<file path="src/rtl/la_pkg.sv">
// la_pkg: shared types for the logic-analyser capture engine.
// Capture FSM states, trigger mode codes and a state helper.
package la_pkg;

  typedef enum logic [2:0] {
    IDLE,
    PRE,
    ARMED,
    POST,
    DONE
  } la_state_t;

  localparam logic [2:0] LA_MODE_LOW  = 3'd0;
  localparam logic [2:0] LA_MODE_HIGH = 3'd1;
  localparam logic [2:0] LA_MODE_RISE = 3'd2;
  localparam logic [2:0] LA_MODE_FALL = 3'd3;
  localparam logic [2:0] LA_MODE_ANY  = 3'd4;
  localparam logic [2:0] LA_MODE_IMM  = 3'd5;
  localparam logic [2:0] LA_MODE_PAT  = 3'd6;
  localparam logic [2:0] LA_MODE_IMM2 = 3'd7;

  function automatic logic la_writing(
    input la_state_t s
  );
    return s inside {PRE, ARMED, POST};
  endfunction

endpackage

</file>
<file path="src/rtl/la_capture_trig_eval.sv">
// la_trig_eval: combinational trigger condition on one sample pair.
// In: s1 (current), s2 (previous), mode, channel, mask, pattern. Out: hit.
// Pattern mode is a real comparator only with LA_PATTERN_TRIG_EN.
module la_trig_eval
  import la_pkg::*;
#(
  parameter int CH_W  = 8,
  parameter int SEL_W = 3
) (
  input  logic [CH_W-1:0]  s1,
  input  logic [CH_W-1:0]  s2,
  input  logic [2:0]       mode,
  input  logic [SEL_W-1:0] channel,
  input  logic [CH_W-1:0]  mask,
  input  logic [CH_W-1:0]  pattern,
  output logic             hit
);

  logic in_rng;
  logic cur;
  logic prv;
  logic pat_hit;

  always_comb begin
    in_rng = 1'b0;
    cur    = 1'b0;
    prv    = 1'b0;
    for (int i = 0; i < CH_W; i++) begin
      if (channel == SEL_W'(i)) begin
        in_rng = 1'b1;
        cur    = s1[i];
        prv    = s2[i];
      end
    end
  end

`ifdef LA_PATTERN_TRIG_EN
  assign pat_hit = (s1 & mask) == (pattern & mask);
`else
  logic unused_pat;
  assign unused_pat = ^{mask, pattern};
  assign pat_hit    = 1'b1;
`endif

  always_comb begin
    hit = 1'b0;
    unique case (mode)
      LA_MODE_LOW:  hit = in_rng & ~cur;
      LA_MODE_HIGH: hit = in_rng & cur;
      LA_MODE_RISE: hit = in_rng & cur & ~prv;
      LA_MODE_FALL: hit = in_rng & ~cur & prv;
      LA_MODE_ANY:  hit = in_rng & (cur ^ prv);
      LA_MODE_IMM:  hit = 1'b1;
      LA_MODE_PAT:  hit = pat_hit;
      LA_MODE_IMM2: hit = 1'b1;
    endcase
  end

endmodule

</file>
<file path="src/rtl/la_capture.sv">
// la_capture: strobe-driven capture into a circular 2**ADDR_W RAM.
// Ports: clk_50M/rst_n, strobe, start/abort, trigger config, data_in;
// RAM write port, trig_addr/start_addr, busy/triggered/done.
// Optional: LA_PATTERN_TRIG_EN enables the pattern trigger (mode 6).
module la_capture
  import la_pkg::*;
#(
  parameter int CH_W   = 8,
  parameter int ADDR_W = 17,
  parameter int SEL_W  = $clog2(CH_W)
) (
  input  logic              clk_50M,
  input  logic              rst_n,
  input  logic              clk_sample,
  input  logic              start,
  input  logic              abort,
  input  logic [2:0]        mode_sel,
  input  logic [SEL_W-1:0]  channel_sel,
  input  logic [ADDR_W-1:0] pre_len,
  input  logic [CH_W-1:0]   trig_mask,
  input  logic [CH_W-1:0]   trig_pattern,
  input  logic [CH_W-1:0]   data_in,
  output logic [ADDR_W-1:0] wr_addr,
  output logic [CH_W-1:0]   wr_data,
  output logic              wren,
  output logic [ADDR_W-1:0] trig_addr,
  output logic [ADDR_W-1:0] start_addr,
  output logic              busy,
  output logic              triggered,
  output logic              done
);

  la_state_t state;
  la_state_t state_nx;

  logic [CH_W-1:0]   s1;
  logic [CH_W-1:0]   s2;
  logic [CH_W-1:0]   s1_nx;
  logic [CH_W-1:0]   s2_nx;
  logic [2:0]        mode_q;
  logic [SEL_W-1:0]  chan_q;
  logic [ADDR_W-1:0] pre_q;
  logic [ADDR_W-1:0] ptr;
  logic [ADDR_W-1:0] cnt;
  logic [CH_W-1:0]   mask_v;
  logic [CH_W-1:0]   pat_v;
  logic              hit;
  logic              go;
  logic              wr;

`ifdef LA_PATTERN_TRIG_EN
  logic [CH_W-1:0] mask_q;
  logic [CH_W-1:0] pat_q;
  assign mask_v = mask_q;
  assign pat_v  = pat_q;
`else
  assign mask_v = trig_mask;
  assign pat_v  = trig_pattern;
`endif

  // The trigger judges the sample being written this strobe,
  // so evaluate the post-shift synchroniser values.
  assign s1_nx = clk_sample ? data_in : s1;
  assign s2_nx = clk_sample ? s1 : s2;

  // pre_len is ADDR_W wide, so it is already bounded by DEPTH-1.
  assign go = start & ~abort
            & ((state == IDLE) | (state == DONE));
  assign wr = clk_sample & ~abort & la_writing(state);

  la_trig_eval #(
    .CH_W  (CH_W),
    .SEL_W (SEL_W)
  ) u_eval (
    .s1      (s1_nx),
    .s2      (s2_nx),
    .mode    (mode_q),
    .channel (chan_q),
    .mask    (mask_v),
    .pattern (pat_v),
    .hit     (hit)
  );

  always_comb begin
    state_nx = state;
    if (abort) begin
      state_nx = IDLE;
    end else begin
      unique case (state)
        IDLE, DONE:
          if (start)
            state_nx = (pre_len == '0) ? ARMED : PRE;
        PRE:
          if (clk_sample && cnt == pre_q - ADDR_W'(1))
            state_nx = ARMED;
        ARMED:
          if (clk_sample && hit)
            state_nx = (pre_q == '1) ? DONE : POST;
        POST:
          if (clk_sample && cnt == ADDR_W'(1))
            state_nx = DONE;
        default: state_nx = IDLE;
      endcase
    end
  end

  always_ff @(posedge clk_50M or negedge rst_n) begin
    if (!rst_n) begin
      state      <= IDLE;
      s1         <= '0;
      s2         <= '0;
      mode_q     <= '0;
      chan_q     <= '0;
      pre_q      <= '0;
      ptr        <= '0;
      cnt        <= '0;
      wr_addr    <= '0;
      wr_data    <= '0;
      wren       <= 1'b0;
      trig_addr  <= '0;
      start_addr <= '0;
      busy       <= 1'b0;
      triggered  <= 1'b0;
      done       <= 1'b0;
`ifdef LA_PATTERN_TRIG_EN
      mask_q     <= '0;
      pat_q      <= '0;
`endif
    end else begin
      state <= state_nx;
      s1    <= s1_nx;
      s2    <= s2_nx;
      wren  <= 1'b0;
      if (abort) begin
        busy <= 1'b0;
      end else if (go) begin
        busy      <= 1'b1;
        done      <= 1'b0;
        triggered <= 1'b0;
        ptr       <= '0;
        cnt       <= '0;
        mode_q    <= mode_sel;
        chan_q    <= channel_sel;
        pre_q     <= pre_len;
`ifdef LA_PATTERN_TRIG_EN
        mask_q    <= trig_mask;
        pat_q     <= trig_pattern;
`endif
      end else if (state == DONE) begin
        busy <= 1'b0;
        done <= 1'b1;
      end
      if (wr) begin
        wren    <= 1'b1;
        wr_addr <= ptr;
        wr_data <= data_in;
        ptr     <= ptr + ADDR_W'(1);
        unique case (state)
          PRE: cnt <= cnt + ADDR_W'(1);
          ARMED:
            if (hit) begin
              trig_addr  <= ptr;
              start_addr <= ptr - pre_q;
              triggered  <= 1'b1;
              // Remaining post samples: DEPTH-1-pre_len.
              cnt        <= ~pre_q;
            end
          POST: cnt <= cnt - ADDR_W'(1);
          default: ;
        endcase
      end
    end
  end

endmodule
</file>
<file path="config.mk">
export PLATFORM = sky130hd
export DESIGN_NAME = la_capture
export DESIGN_NICKNAME = d
export VERILOG_FILES = /design/src/rtl/la_pkg.sv /design/src/rtl/la_capture_trig_eval.sv /design/src/rtl/la_capture.sv
export SDC_FILE = /design/constraint.sdc
export NUM_CORES = 1
export LEC_CHECK = 0
export ABC_AREA = 1
export BUFFER_PORTS_ARGS = -buffer_cell sky130_fd_sc_hd__buf_2
export CAP_MARGIN = 20
export CORE_UTILIZATION = 48
export DETAILED_ROUTE_END_ITERATION = 7
export GPL_TIMING_DRIVEN = 0
export PLACE_DENSITY = 0.71
export SYNTH_ARGS = -nofsm -noshare
export SYNTH_HDL_FRONTEND = slang
export SYNTH_SLANG_ARGS = --single-unit
export TNS_END_PERCENT = 50
</file>
<file path="constraint.sdc">
create_clock -name clk_50M -period 3.89 [get_ports clk_50M]
set_input_delay 0.5835 -clock clk_50M [delete_from_list [all_inputs] [get_ports clk_50M]]
set_output_delay 0.5835 -clock clk_50M [all_outputs]
set_load 0.005 [all_outputs]
</file>
; ---- Yosys cells after proc, flatten, opt, wreduce, memory -nomap -nowiden
; Cells that the tools add are included.
[word_totals]
reg_bits = 139
in_bits = 52
output_inout_bits = 63
wordCells = 134
[classes]
add_sub_neg = 5
n_eq_ne = 26
mux = 54
bitwise_logic = 15
reduce_logical = 18
[ops]
columns = cell, count
row1 = $mux 17, 7
row2 = $pmux 17 s3, 1
row3 = $mux 1, 35
row4 = $add 17x1->17 const B, 2
row5 = $sub 17x1->17 const B, 2
row6 = $eq 3x3->1 const B, 9
row7 = $eq 3x2->1 const B, 6
row8 = $mux 3, 6
row9 = $eq 17x1->1 const B, 1
row10 = $eq 17x17->1, 1
row11 = $eq 17x17->1 const B, 1
row12 = $logic_not 17->1, 1
row13 = $not 17->17, 1
row14 = $sub 17x17->17, 1
row15 = $mux 8, 2
row16 = $pmux 3 s4, 1
row17 = $and 1x1->1, 9
row18 = $eq 3x1->1 const B, 3
row19 = $logic_not 3->1, 3
row20 = $ne 3x2->1 const B, 3
row21 = $pmux 1 s6, 1
row22 = $reduce_and 2->1, 3
row23 = $reduce_bool 3->1, 2
row24 = $reduce_and 4->1, 1
row25 = other kinds (11), 16

; ---- Logic depth before layout (Yosys ltp)
[depth]
depth_word = 17
depth_mapped = 19
ltp_nobuf = 17

; ---- Cells and area by module
; A second synthesis with hierarchy kept.
[unflattened]
cells_unflattened = 1123
area_unflattened_um2 = 8353.0
[by_module_without_submodules]
columns = module, n_inst, cells_per_inst, area_per_inst_um2, seq_area_each_um2
row1 = la_capture, 1, 1056, 8010.2, 3478.3
row2 = la_trig_eval, 1, 67, 342.8, 0.0

; ---- Worst setup path after synthesis
; OpenSTA, ideal clock, no wires.
[synth_path]
kind = input to register
from = in clk_sample
to = reg trig_addr[10]
setup_time_ns = 0.121
t_arrival_ns = 2.145
t_required_ns = 3.769
path_slack_ns = 1.624
stages = 17
path_buffers = 4
path_cell_list = buf_4 > inv_2 > buf_6 > nand2_2 > nand2_2 > nand2_1 > nand3_1 > nor3b_2 > nand4_1 > clkinv_1 > nand2_4 > nand3_4 > nand2_4 > buf_6 > buf_12 > nand2_2 > o21ai_2
[synth_via]
word_cells_on_any_way = 30
classes_between = mux (19) / bitwise (10) / reduce/logical (1)
[synth_rtl]
columns = item, line
row1 = start: declaration, la_capture.sv:14  ; input logic clk_sample,
row2 = $mux 8 *, la_capture.sv:63  ; assign s1_nx = clk_sample ? data_in : s1;
row3 = net s1_nx[2], la_capture.sv:38  ; logic [CH_W-1:0] s1_nx;
row4 = $mux 1 * (6 in series), la_capture_trig_eval.sv:29  ; if (channel == SEL_W'(i)) begin
row5 = $not 1->1, "la_capture_trig_eval.sv:48, la_capture_trig_eval.sv:51"
row6 = $and 1x1->1, "la_capture_trig_eval.sv:48, la_capture_trig_eval.sv:51"
row7 = $and 1x1->1, la_capture_trig_eval.sv:51  ; LA_MODE_FALL: hit = in_rng & ~cur & prv;
row8 = $pmux 1 s6 *, la_capture_trig_eval.sv:47  ; unique case (mode)
row9 = $reduce_and 3->1 (no line) *, n/a
row10 = end signal: assignment, la_capture.sv:162  ; trig_addr <= ptr;
row11 = end: declaration, la_capture.sv:26  ; output logic [ADDR_W-1:0] trig_addr,
; The timed path passes the listed nets; every way through them passes the cells marked *.
; A chain may end at the register's enable or synchronous reset.

; ---- Worst setup path after layout
[layout_path]
from = reg pre_q[1]
to = reg state[0]
[layout_via]
elab_chain_len = 5
word_cells_on_any_way = 10
classes_between = add/sub (1) / eq/ne (3) / mux (4) / reduce/logical (2)
[layout_rtl]
columns = item, line
row1 = start: declaration, la_capture.sv:42  ; logic [ADDR_W-1:0] pre_q;
row2 = start signal: assignment, la_capture.sv:144  ; pre_q <= pre_len;
row3 = $sub 17x1->17 / $eq 17x17->1 (equally long branches), "la_capture.sv:94, la_capture.sv:98"
row4 = $eq 17x17->1 / $mux 3 (equally long branches), "la_capture.sv:94, la_capture.sv:98"
row5 = $logic_and 1x1->1 / $mux 3 (equally long branches), "la_capture.sv:94, la_capture.sv:97"
row6 = $ne 3x2->1 (no line) / $pmux 3 s4 (equally long branches), n/a
row7 = $reduce_and 4->1 (no line) / $mux 3 (equally long branches), n/a
row8 = end signal: assignment, la_capture.sv:130  ; state <= state_nx;
row9 = end: declaration, la_capture.sv:33  ; la_state_t state;
; Parallel ways exist; a longest one is shown, timed or not. The select of a mux whose other input is x is not followed.

==> load_flow_metrics.sql <==
INSERT INTO impl_metrics (metric_group, metric, value, unit) VALUES
('logic_synthesis', 'dominantRegCellSynth', 'sky130_fd_sc_hd__dfrtp_1', ''),
('drt', 'detail_route.wirelength', '23.6', 'mm'),
('timing', 'timing.final.max_slew_violations', '0', ''),
('finish', 'nets', '1321', ''),
('global_routing', 'gr-usage-all-layers', '27.5', '%'),
('critical_path', 'cp.required', '4210', 'ps'),
('critical_path', 'setup.worst_path.start_class', 'flop', ''),
('power_and_ir_drop', 'p_seq_share', '30.7', '%'),
('floorplanning', 'i_o_pin_count', '115', ''),
('timing', 'post-route-period-util', '69.2', '%'),
('finish', 'antenna_cells_inserted', '0', ''),
('power_and_ir_drop', 'p_sw_share', '44.9', '%'),
('drt', 'dr.first_iter.drc_count', '642', ''),
('finish', 'stdcell_area', '9750', 'µm²'),
('global_routing', 'grt_antenna_before_repair', '0', ''),
('finish', 'syn_to_layout_area_delta', '16.3', '%'),
('logic_synthesis', 'synth-edff-count', '0', ''),
('logic_synthesis', 'mean_instance_size_in_the_synthesized_netlist', '7.43', 'µm²'),
('logic_synthesis', 'synth-seq-area-share', '41.5', '%'),
('floorplanning', 'die_w', '134', 'µm'),
('logic_synthesis', 'synthesis.yosys.warnings', '0', ''),
('status', 'outcome', 'finished, final reports clean', ''),
('placed_design', 'dp.cells', '1447', ''),
('timing', 'worst_clock_skew', '8.46', 'ps'),
('logic_synthesis', 'netlist_area', '8390', 'µm²'),
('timing', 'setup_viol', '0', ''),
('placed_design', 'dp_hpwl', '17.8', 'mm'),
('logic_synthesis', 'synth.distinct_cells', '51', ''),
('critical_path', 'critPathArrivalTime', '3010', 'ps'),
('clocking', 'maximum_number_of_buffers_from_clock_root_to_sink', '2', ''),
('floorplanning', 'number_of_placement_rows', '47', ''),
('logic_synthesis', 'synth_area_leaders', 'sky130_fd_sc_hd__dfrtp_1 41%, sky130_fd_sc_hd__nand2_1 14%, sky130_fd_sc_hd__o21ai_0 6.4%', ''),
('power_and_ir_drop', 'power_per_unit_of_standard_cell_area', '736', 'nW/µm²'),
('finish', 'fillCellCount', '1610', ''),
('drt', 'drc', '0', ''),
('logic_synthesis', 'post_synthesis_sequential_element_count', '139', ''),
('critical_path', 'cell_class_contributing_the_biggest_share_of_worst_path_delay', 'simple AND/OR/NAND/NOR gates', ''),
('timing', 'max_freq', '372', 'MHz'),
('clocking', 'post-cts-setup-buffers', '0', ''),
('power_and_ir_drop', 'netSwitchingPower', '3.22', 'mW'),
('drt', 'route.vias.total', '8072', ''),
('clocking', 'cts.clk_slew.worst_paths', '60', 'ps'),
('power_and_ir_drop', 'power.combinational.fraction', '47.2', '%'),
('critical_path', 'critPathCaptureType', 'flop', ''),
('power_and_ir_drop', 'p_leak', '4.92', 'nW'),
('critical_path', 'critical_path.reg2reg.startpoint', 'pre_q[1]', ''),
('logic_synthesis', 'yosysTopAreaCell', 'sky130_fd_sc_hd__dfrtp_1', ''),
('critical_path', 'critPathMostFrequentCell', 'sky130_fd_sc_hd__nand2_1', ''),
('global_routing', 'grt_pass1_vias', '7592', ''),
('drt', 'drt-vias-per-instance', '5.46', ''),
('drt', 'wire_per_inst', '16.0', 'µm'),
('floorplanning', 'fp.dieH', '134', 'µm'),
('timing', 'worst_slew_pin_slew', '957', 'ps'),
('critical_path', 'timing.critical_path.fanout_max', '5', ''),
('clocking', 'clkLatencyLatePin', '430', 'ps'),
('placed_design', 'placement_stage_cell_area', '9190', 'µm²'),
('logic_synthesis', 'synth_fp_nets', '1204', ''),
('timing', 'grt_setup_unrepaired', 'false', ''),
('critical_path', 'worst-r2r-setup-slack', '1200', 'ps'),
('clocking', 'htree_levels', '4', ''),
('global_routing', 'grt_start_max_net_pins', '89', ''),
('clocking', 'clock_sinks', '139', ''),
('global_routing', 'first_pass_grt_wire_length', '38.5', 'mm'),
('power_and_ir_drop', 'finalPower', '7.18', 'mW'),
('clocking', 'cts_tree', 'built', ''),
('power_and_ir_drop', 'clockPowerShare', '22.1', '%'),
('timing', 'post-route-worst-setup-slack', '1200', 'ps'),
('logic_synthesis', 'postSynthCellCount', '1129', ''),
('critical_path', 'crit_path_max_incr_delay', '470', 'ps'),
('placed_design', 'place_ws', '1120', 'ps'),
('critical_path', 'r2r_cells', '15', '');
[registers in the layout (all words and copies together) (netlist names), 8 cells and up]
name and count:
start_addr 17, ptr 17, trig_addr 17, wr_addr 17
s2 8, s1 8, cnt 17, wr_data 8
pre_q 17
[layout by cell type, fill, tap and decap left out, types with 12 or more instances in the layout]
cell type / instances
sky130_fd_sc_hd__o21ai_0: 108
sky130_fd_sc_hd__nor3_1: 29
sky130_fd_sc_hd__buf_2: 102
sky130_fd_sc_hd__xor2_1: 25
sky130_fd_sc_hd__o21ai_2: 12
sky130_fd_sc_hd__inv_1: 118
sky130_fd_sc_hd__nor2_1: 86
sky130_fd_sc_hd__nand3_1: 59
sky130_fd_sc_hd__clkbuf_16: 17
sky130_fd_sc_hd__ha_1: 22
sky130_fd_sc_hd__nand4_1: 29
sky130_fd_sc_hd__dfrtp_1: 139
sky130_fd_sc_hd__nand2_2: 12
sky130_fd_sc_hd__clkbuf_1: 25
sky130_fd_sc_hd__xnor2_1: 12
sky130_fd_sc_hd__a21oi_1: 46
sky130_fd_sc_hd__nand2_1: 315
[metrics by stage]
stage	utilization [%]	hold WS (ps)
after floorplan	-	288
after global placement	54.4	455
after detailed placement	54.6	458
after CTS	58.0	107
after global routing	58.0	124
final	58.0	91.9
[worst register-to-register path: stages, from the launching register on]
cell	delay, ps
sky130_fd_sc_hd__dfrtp_1	470
sky130_fd_sc_hd__inv_1	170
sky130_fd_sc_hd__ha_1	240
sky130_fd_sc_hd__nand2_1	70
sky130_fd_sc_hd__nor2_1	280
sky130_fd_sc_hd__nand2_1	140
sky130_fd_sc_hd__xor2_1	160
sky130_fd_sc_hd__nand3_1	90
sky130_fd_sc_hd__nor2_1	120
sky130_fd_sc_hd__nand3_1	80
sky130_fd_sc_hd__nor2_1	110
sky130_fd_sc_hd__nand2_1	120
sky130_fd_sc_hd__a21oi_1	330
sky130_fd_sc_hd__nand2_1	90
sky130_fd_sc_hd__nand2_1	70
sky130_fd_sc_hd__nand2_1	50
[cell usage after synthesis (5+ instances only)]
library cell / instances
sky130_fd_sc_hd__dfrtp_1: 139
sky130_fd_sc_hd__ha_1: 22
sky130_fd_sc_hd__buf_1: 5
sky130_fd_sc_hd__xor2_1: 25
sky130_fd_sc_hd__nand2_1: 315
sky130_fd_sc_hd__nand2_2: 12
sky130_fd_sc_hd__buf_6: 5
sky130_fd_sc_hd__nand4_1: 29
sky130_fd_sc_hd__clkbuf_1: 23
sky130_fd_sc_hd__a21boi_1: 10
sky130_fd_sc_hd__inv_1: 118
sky130_fd_sc_hd__a21oi_1: 46
sky130_fd_sc_hd__o21ai_2: 12
sky130_fd_sc_hd__a31oi_1: 7
sky130_fd_sc_hd__xnor2_1: 12
sky130_fd_sc_hd__nor4_1: 7
sky130_fd_sc_hd__nor3_1: 29
sky130_fd_sc_hd__nand3_1: 59
sky130_fd_sc_hd__buf_2: 6
sky130_fd_sc_hd__o21ai_0: 108
sky130_fd_sc_hd__nor2_1: 86
sky130_fd_sc_hd__or2_2: 7
[logic make-up after synthesis]
kind of cell	count (synthesis)	share of synthesized area [%]
buffers and inverters	168	8.37
adder cells (fa/ha/maj)	23	3.52
AO/OA/AOI/OAI	204	13.7
flip-flops	139	41.5
AND/OR/NAND/NOR	558	29.0
XOR/XNOR	37	3.86
[how the worst max path moves through the flow]
stage | startpoint | end | slack, ps | depth (start not counted)
6_report | pre_q[1] | state[0] | 1200 | 15
4_1_cts | pre_q[1] | state[0] | 1240 | 15
5_1_grt | pre_q[1] | state[0] | 870 | 15
3_3_place_gp | rst_n | wren | 230 | 1
3_5_place_dp | abort | ptr[16] | 1120 | 13
2_1_floorplan | clk_sample | trig_addr[10] | 1620 | 17
[power groups by stage]
stage	registers, mW	clock network, mW	logic [mW]
after global placement	2.21	0	3.27
final	2.20	1.58	3.39
after global routing	2.25	1.65	3.83
after CTS	2.20	1.60	3.36
after detailed placement	2.21	0	3.34
after floorplan	2.13	0	2.45
[area by class of cell]
class	instances	area, µm²	area share [%]
clock buffer	21	460	4.72
inverter	124	465	4.77
timing repair buffer	98	519	5.32
clock inverter	11	109	1.12
sequential	139	3480	35.7
tap	220	275	2.82
buffer	44	236	2.42
multi-input combinational	822	4210	43.2
[metal layers]
metal	vias to the layer above	global-route usage (%)	wire, µm
li1	3925	-	-
met1	3844	38.7	10900
met2	265	41.7	10400
met3	38	6.12	1780
met4	0	9.68	504
met5	-	0	0
Power figures use the tool's default switching activity.
